$ cat src/rtl/ccff_bitstream_loader.sv
// Feeds bitstream words into parallel configuration chains, recirculates them once
// through the tails to check parity, then releases the fabric.
module ccff_bitstream_loader #(
  parameter int NUM_CHAINS = 10,
  parameter int CHAIN_LEN  = 4096,
  parameter int CNT_W      = $clog2(CHAIN_LEN + 1)
) (
  input  logic                  prog_clock,
  input  logic                  global_reset,
  input  logic                  start,
  input  logic [NUM_CHAINS-1:0] s_data,
  input  logic                  s_valid,
  input  logic                  s_last,
  output logic                  s_ready,
  output logic [NUM_CHAINS-1:0] ccff_head,
  input  logic [NUM_CHAINS-1:0] ccff_tail,
  output logic                  ccff_shift_en,
  output logic                  config_enable,
  output logic                  CFG_DONE,
  output logic                  busy,
  output logic                  cfg_error,
  output logic [CNT_W-1:0]      word_count
);

  localparam logic [2:0] IDLE   = 3'd0;
  localparam logic [2:0] LOAD   = 3'd1;
  localparam logic [2:0] DRAIN  = 3'd2;
  localparam logic [2:0] VERIFY = 3'd3;
  localparam logic [2:0] DONE   = 3'd4;
  localparam logic [2:0] ERROR  = 3'd5;

  localparam logic [CNT_W-1:0] LEN    = CNT_W'(CHAIN_LEN);
  localparam logic [CNT_W-1:0] LEN_M1 = CNT_W'(CHAIN_LEN - 1);

  logic [2:0]            r_state;
  logic [NUM_CHAINS-1:0] r_head_q;
  logic                  r_shift_q;
  logic [NUM_CHAINS-1:0] r_acc_wr;
  logic [NUM_CHAINS-1:0] r_acc_rd;
  logic [CNT_W-1:0]      r_word_count;
  logic [CNT_W-1:0]      r_shift_cnt;
  logic                  r_cfg_error;

  logic                  w_in_verify;
  logic                  w_accept;
  logic [CNT_W-1:0]      w_next_count;
  logic [NUM_CHAINS-1:0] w_acc_rd_next;

  assign w_in_verify   = (r_state == VERIFY);
  assign s_ready       = (r_state == LOAD);
  assign w_accept      = s_ready && s_valid;
  assign w_next_count  = (r_word_count == LEN) ? r_word_count : r_word_count + CNT_W'(1);
  assign w_acc_rd_next = r_acc_rd ^ ccff_tail;

  // During VERIFY the tail feeds straight back to the head so the loop stays CHAIN_LEN long.
  assign ccff_head     = w_in_verify ? ccff_tail : r_head_q;
  assign ccff_shift_en = w_in_verify | r_shift_q;
  assign config_enable = (r_state == DONE);
  assign CFG_DONE      = (r_state == DONE);
  assign busy          = (r_state == LOAD) || (r_state == DRAIN) || w_in_verify;
  assign cfg_error     = r_cfg_error;
  assign word_count    = r_word_count;

  always_ff @(posedge prog_clock or negedge global_reset) begin
    if (!global_reset) begin
      r_state      <= IDLE;
      r_head_q     <= '0;
      r_shift_q    <= 1'b0;
      r_acc_wr     <= '0;
      r_acc_rd     <= '0;
      r_word_count <= '0;
      r_shift_cnt  <= '0;
      r_cfg_error  <= 1'b0;
    end else begin
      case (r_state)
        IDLE, DONE, ERROR: begin
          if (start) begin
            r_state      <= LOAD;
            r_head_q     <= '0;
            r_shift_q    <= 1'b0;
            r_acc_wr     <= '0;
            r_acc_rd     <= '0;
            r_word_count <= '0;
            r_cfg_error  <= 1'b0;
          end
        end
        LOAD: begin
          r_shift_q <= w_accept;
          if (w_accept) begin
            r_head_q     <= s_data;
            r_acc_wr     <= r_acc_wr ^ s_data;
            r_word_count <= w_next_count;
            // Exactly CHAIN_LEN words with s_last on the final one; anything else is fatal.
            if (s_last && (w_next_count == LEN)) begin
              r_state <= DRAIN;
            end else if (s_last || (w_next_count == LEN)) begin
              r_state     <= ERROR;
              r_cfg_error <= 1'b1;
              r_shift_q   <= 1'b0;
            end
          end
        end
        DRAIN: begin
          r_shift_q   <= 1'b0;
          r_shift_cnt <= '0;
          r_state     <= VERIFY;
        end
        VERIFY: begin
          r_acc_rd    <= w_acc_rd_next;
          r_shift_cnt <= r_shift_cnt + CNT_W'(1);
          if (r_shift_cnt == LEN_M1) begin
            if (w_acc_rd_next == r_acc_wr) begin
              r_state <= DONE;
            end else begin
              r_state     <= ERROR;
              r_cfg_error <= 1'b1;
            end
          end
        end
        default: r_state <= IDLE;
      endcase
    end
  end

endmodule

$ cat config.mk
export PLATFORM = sky130hd
export DESIGN_NAME = ccff_bitstream_loader
export DESIGN_NICKNAME = d
export VERILOG_FILES = /design/src/rtl/ccff_bitstream_loader.sv
export SDC_FILE = /design/constraint.sdc
export NUM_CORES = 1
export LEC_CHECK = 0
export CORE_UTILIZATION = 54
export CTS_CLUSTER_DIAMETER = 40
export DETAILED_ROUTE_END_ITERATION = 10
export GPL_TIMING_DRIVEN = 0
export PLACE_DENSITY = 0.8
export SLEW_MARGIN = 15
export SYNTH_ARGS = -nofsm -noshare
export SYNTH_HDL_FRONTEND = slang
export SYNTH_SLANG_ARGS = --single-unit
$ cat constraint.sdc
create_clock -name prog_clock -period 3.3 [get_ports prog_clock]
set_input_delay 0.33 -clock prog_clock [delete_from_list [all_inputs] [get_ports prog_clock]]
set_output_delay 0.33 -clock prog_clock [all_outputs]
set_load 0.03 [all_outputs]
## Word-level counts from Yosys, hierarchy flattened

Index checks and enable logic that the tools add are counted.

- Register bits: 61
- Bits in latches: 0
- Bits in writable memories: 0
- Bits in read-only memories: 0
- Input port bits: 25
- Word-level logic and storage cells: 76
- Memories: 0

- Add/subtract/negate cells: 2
- Multipliers: 0
- Div/mod/pow operators: 0
- Magnitude comparators: 0
- Equality and inequality tests: 16
- Shifts and indexed selects: 0
- Mux-type cells: 30
- Bitwise logic cells: 3
- Reductions and logical operators: 17

Operator list:

| cell | number |
|---|---|
| $pmux 10 s2 | 3 |
| $pmux 13 s2 | 2 |
| $mux 10 | 4 |
| $mux 13 | 3 |
| $add 13x1->13 const B | 2 |
| $eq 13x13->1 const B | 2 |
| $xor 10x10->10 | 2 |
| $mux 3 | 5 |
| $eq 13x12->1 const B | 1 |
| $pmux 3 s4 | 1 |
| $eq 10x10->1 | 1 |
| $mux 1 | 10 |
| $reduce_and 7->1 | 1 |
| $eq 3x2->1 const B | 2 |
| $eq 3x3->1 const B | 2 |
| $ne 2x1->1 const B | 3 |
| $ne 2x2->1 const B | 3 |
| $pmux 1 s3 | 2 |
| $reduce_bool 2->1 | 3 |
| $reduce_bool 3->1 | 2 |
| $reduce_and 2->1 | 2 |
| $reduce_and 4->1 | 1 |
| $eq 3x1->1 const B | 1 |
| $logic_not 3->1 | 1 |
| other kinds (6) | 9 |

## Logic depth before layout (Yosys ltp)

- Depth after elaboration: 8
- Depth in mapped cells: 12
- Mapped depth without buffers: 12

## Worst setup path after synthesis

Ideal clock, no wire load.

- Path type: reg2reg
- Start: register r_word_count[0], in the netlist word_count[0]
- End: register r_cfg_error, in the netlist cfg_error
- Library setup time: 0.077 ns
- Arrival: 3.016 ns
- Required time: 3.223 ns
- Slack: 0.207 ns
- Stages on the path, launching flop included: 13
- Period minus slack after synthesis: 3.093 ns
- Cell sequence: dfrtp_1 -> inv_1 -> ha_1 -> or4b_1 -> or4b_4 -> mux2i_1 -> o2111ai_1 -> and4bb_2 -> ha_1 -> nor2_1 -> a221oi_1 -> or2_2 -> a21oi_1

- Longest elaborated chain between the ends: 6

Ends and longest elaborated chain:

| element | line | RTL |
|---|---|---|
| from (decl) | 40 | `logic [CNT_W-1:0] r_word_count;` |
| from (signal assigned) | 92 | `r_word_count <= w_next_count;` |
| $add 13x1->13 / $eq 13x13->1 (equally long branches) | 52 | `assign w_next_count = (r_word_count == LEN) ? r_word_count : r_word_count + CNT_W'(1);` |
| $mux 13 * | 52 |  |
| $eq 13x13->1 * | 94, 96 |  |
| $logic_or 1x1->1 / $logic_and 1x1->1 (equally long branches) | 96, 94 |  |
| $ne 2x1->1 (no line) / $ne 2x2->1 (equally long branches) | n/a |  |
| $reduce_and 7->1 (no line) * | n/a |  |
| to (signal assigned) | 84 | `r_cfg_error <= 1'b0;` |
| to (signal assigned) | 98 | `r_cfg_error <= 1'b1;` |
| to (signal assigned) | 116 | `r_cfg_error <= 1'b1;` |
| to (decl) | 42 | `logic r_cfg_error;` |

Mark *: on every way between the ends. The rest lies on a longest branch, timed or not.
A chain may end at the register's enable or synchronous reset.

## Final worst setup path

Same ends and word-level chain as after synthesis.

==> impl_results.md <==
* Worst Skew at 9.33 ps
* CTS Buffer Depth at 2
* Synth Area in Compound Gates at ~16%
* GR Util met3 at between 7 and 8%
* Post-synthesis adder-cell area fraction at between 1.5 and 2%
* Area contributors post-synth: dfrtp_1, nand2_1, xor2_1, o21ai_0, xnor2_1
* Startpoint types: register
* CTS tree: built
* Netlist cell types at 48
* Synth Flop Type: dfrtp_1
* Latest clock arrival within the worst-skew pair at ~350 ps
* Post-synthesis sequential area ratio at roughly 44%
* Area Growth Syn to Fin at 26.3%
* Worst r2r path cells at 12
* Status: finished clean
* Seq pwr share at between 40% and 50%
* Main combinational cell family by area after synthesis: simple AND/OR/NAND/NOR gates
* Worst slew margin at approximately half
* Met2 Usage GRT at between 40% and 50%
* Syn Inst Count at just over 400
* Post-synth EDFFs at 0
* Vias in the first global route at between 3000 and 4000
* GP Congestion at roughly 0.9
* Net Switching at roughly 0.00074 W
* Ratio of cells with drive above 1 in the final layout at under 10%
* Initial antenna violation count at 0
* Post-route ant nets at 0
* GRT Total Usage at between 20 and 30%
* Final period util at between 90 and 100%
* Placed Area at around 4000 um^2
* Minimum clock period at slightly above 3000 ps
* Post-placement cell count at ~530
* Root buffer cell: clkbuf_8
* Drt first pass iters at 4
* Reg clk slew, reported paths at 70 ps
* Mux cell area share after synthesis at under 10%
* Multi-input gate area at between 1500 and 2000 um^2
* Sequential cell area at between 1500 and 2000 um^2
* Starting Density at ~57%
* RSZ-0062 raised after global routing: yes
* Design area at roughly 4400 um^2
* Total power at about 0.0024 W
* Actual slew at the worst max-slew pin at between 700 and 800 ps
* Leakage at 1.94 nW
* R2R setup slack at 190 ps
* VDD IR max at a little over 0.4 mV
* Yosys top cell area share at about 44%
* Synth cell count leaders: nand2_1, dfrtp_1, nor2_1
* Clk pwr share at about a third
* Worst r2r dst: cfg_error
* Nets at 500
* DIE AREA at about 6700 um^2
* Met1 usage at roughly 36%
* Largest net degree at the start of global routing at 44
* Post-Synth Simple-Gate Area at between 20% and 30%
* Clk sinks at 61
* Critical Path AT at around 3400 ps
* First-pass GRT wire length at ~14000 um
* Core area at about 6000 um^2
* Grt peak-use layer: met2
* CP required at between 3000 and 4000 ps
* Total number of vias at between 3000 and 4000
* PwrDens at approximately 550 nW/um^2
* Worst-path fanout max at 9
* Final TNS setup at 0 ps
* HPWL Detailed at between 5000 and 6000 um
* Critical R2R Launch: word_count[0]
* Number of max-cap violations at 0
* Combinational cell fraction of total power at 25.9%
* Final wirelength at between 8000 and 9000 um
* Synth Warn # at 0
* Initial detailed-routing violation count at around 280
* Hold Path Class: primary input to async pin
* H-Tree Depth at 3
* Crit path launch: word_count[0]
* Async S/R FF share, synth at 100%
* Internal Power at between 0.0015 and 0.002 W
* Total gr overflow at 0
* Fillers at 487
* Max-slew violation count at 0
* Synth Area per Inst at approximately 8.5 um^2
* Final hold viol count at 0
* CP endpoint kind: register
* Most frequent cell after synthesis: nand2_1
* Post-Synth XOR/XNOR Area at under 10%
* Post-Syn Area at approximately 3400 um^2
* Setup bufs post-CTS at 0
* Fmax achieved at ~320 MHz
* DRC at 0
* Crit path kind: register to register
* Vias per cell at roughly 5.7
* Register bit total from synthesis at 61
* Routed WL per cell at 14.9 um
* Final std cells w/o fill at 550
* Final setup fails at 0
* Row count at 28
* Number of inserted diodes at 0
* Die height at about 82 um
* CTS Buf Count at 9
* Syn_nets at 434
* Die Span X at just over 80 um
* Net Sw Frac at between 30% and 40%
* Post-synth top area cell: dfrtp_1
* Hold slack at approximately 400 ps
* I/O Pins at 54
* I/O Buffers at 53
worst max-delay path: stages, from the launching register on:
cell and delay, ps:
dfrtp_2 460, inv_1 90, ha_1 140, or4b_1 430, or4b_4 550, mux2i_1 140
o2111ai_1 110, and4bb_2 270, ha_2 200, nor2_2 140, a221oi_1 90, or2_2 300
a21oi_1 130
repair_timing:
action,in CTS,in global routing
endpoints found under the hold margin,18,0
endpoints found under the setup margin,0,11
hold buffers,1,0
resized for setup,0,6
flip-flops by register name (all words and copies together), names as in the netlist:
name / flops
r_head_q: 10
r_shift_q: 1
r_shift_cnt: 13
r_acc_rd: 10
r_acc_wr: 10
cfg_error: 1
r_state: 3
word_count: 13
per-stage QoR:
stage	setup WS, ps	utilization [%]
finish	191	72.2
global route	-50.0	72.2
CTS	51.7	72.1
detailed placement	132	67.9
global placement	-85.3	67.6
floorplan	207	-
cells in the final DEF (no fill, tap or decap), types with 4 or more instances in the layout:
cell type	Yosys	routed
clkdlybuf4s50_1	0	52
dfrtp_1	61	60
o31ai_1	4	4
xor2_1	20	20
o21ai_0	32	32
mux2i_1	8	8
a21oi_1	23	23
nand4_1	7	7
inv_1	6	6
nor3_1	9	9
nor2_1	36	35
clkbuf_1	20	19
nand2b_1	4	4
nand2_1	85	85
nand3_1	10	10
o21a_1	10	10
xnor2_1	17	17
clkbuf_8	0	13
worst max-delay path by stage:
stage | to | slack [ps] | depth (start not counted)
4_1_cts | ccff_head[5] | 50 | 8
5_1_grt | cfg_error | -50 | 12
3_3_place_gp | r_head_q[5] | -90 | 1
6_report | cfg_error | 190 | 12
3_5_place_dp | cfg_error | 130 | 12
2_1_floorplan | cfg_error | 210 | 12
cells by family after synthesis:
family	Yosys count
AOI/OAI and AO/OA	89
adders and majority gates	5
DFF	61
xor gates and xnor gates	37
and+or+nand+nor	176
buffers and inverters	28
muxes	8
layer usage:
layer	vias up	wire length, um
li1	1525	-
met2	89	3950
met1	1505	3710
met3	11	421
met4	0	133
met5	-	0
power by group through the flow:
stage	Combinational, W	Sequential [W]	Clock [W]
detailed placement	0.000612	0.000963	0
global route	0.000687	0.000965	0.000853
CTS	0.000620	0.000949	0.000816
finish	0.000617	0.000951	0.000810
floorplan	0.000366	0.000979	0
global placement	0.000598	0.000959	0
area by class of cell:
class / count / area share (%)
repair buffers: 55 / 12.8
inverters: 6 / 0.517
clock buffers: 13 / 4.11
clock inverters: 3 / 1.49
plain buffers: 22 / 2.04
multi-input cells: 315 / 41.8
flip-flops and latches: 61 / 35.1
well taps: 75 / 2.16
Note: power is estimated with default switching activity, not from simulation.
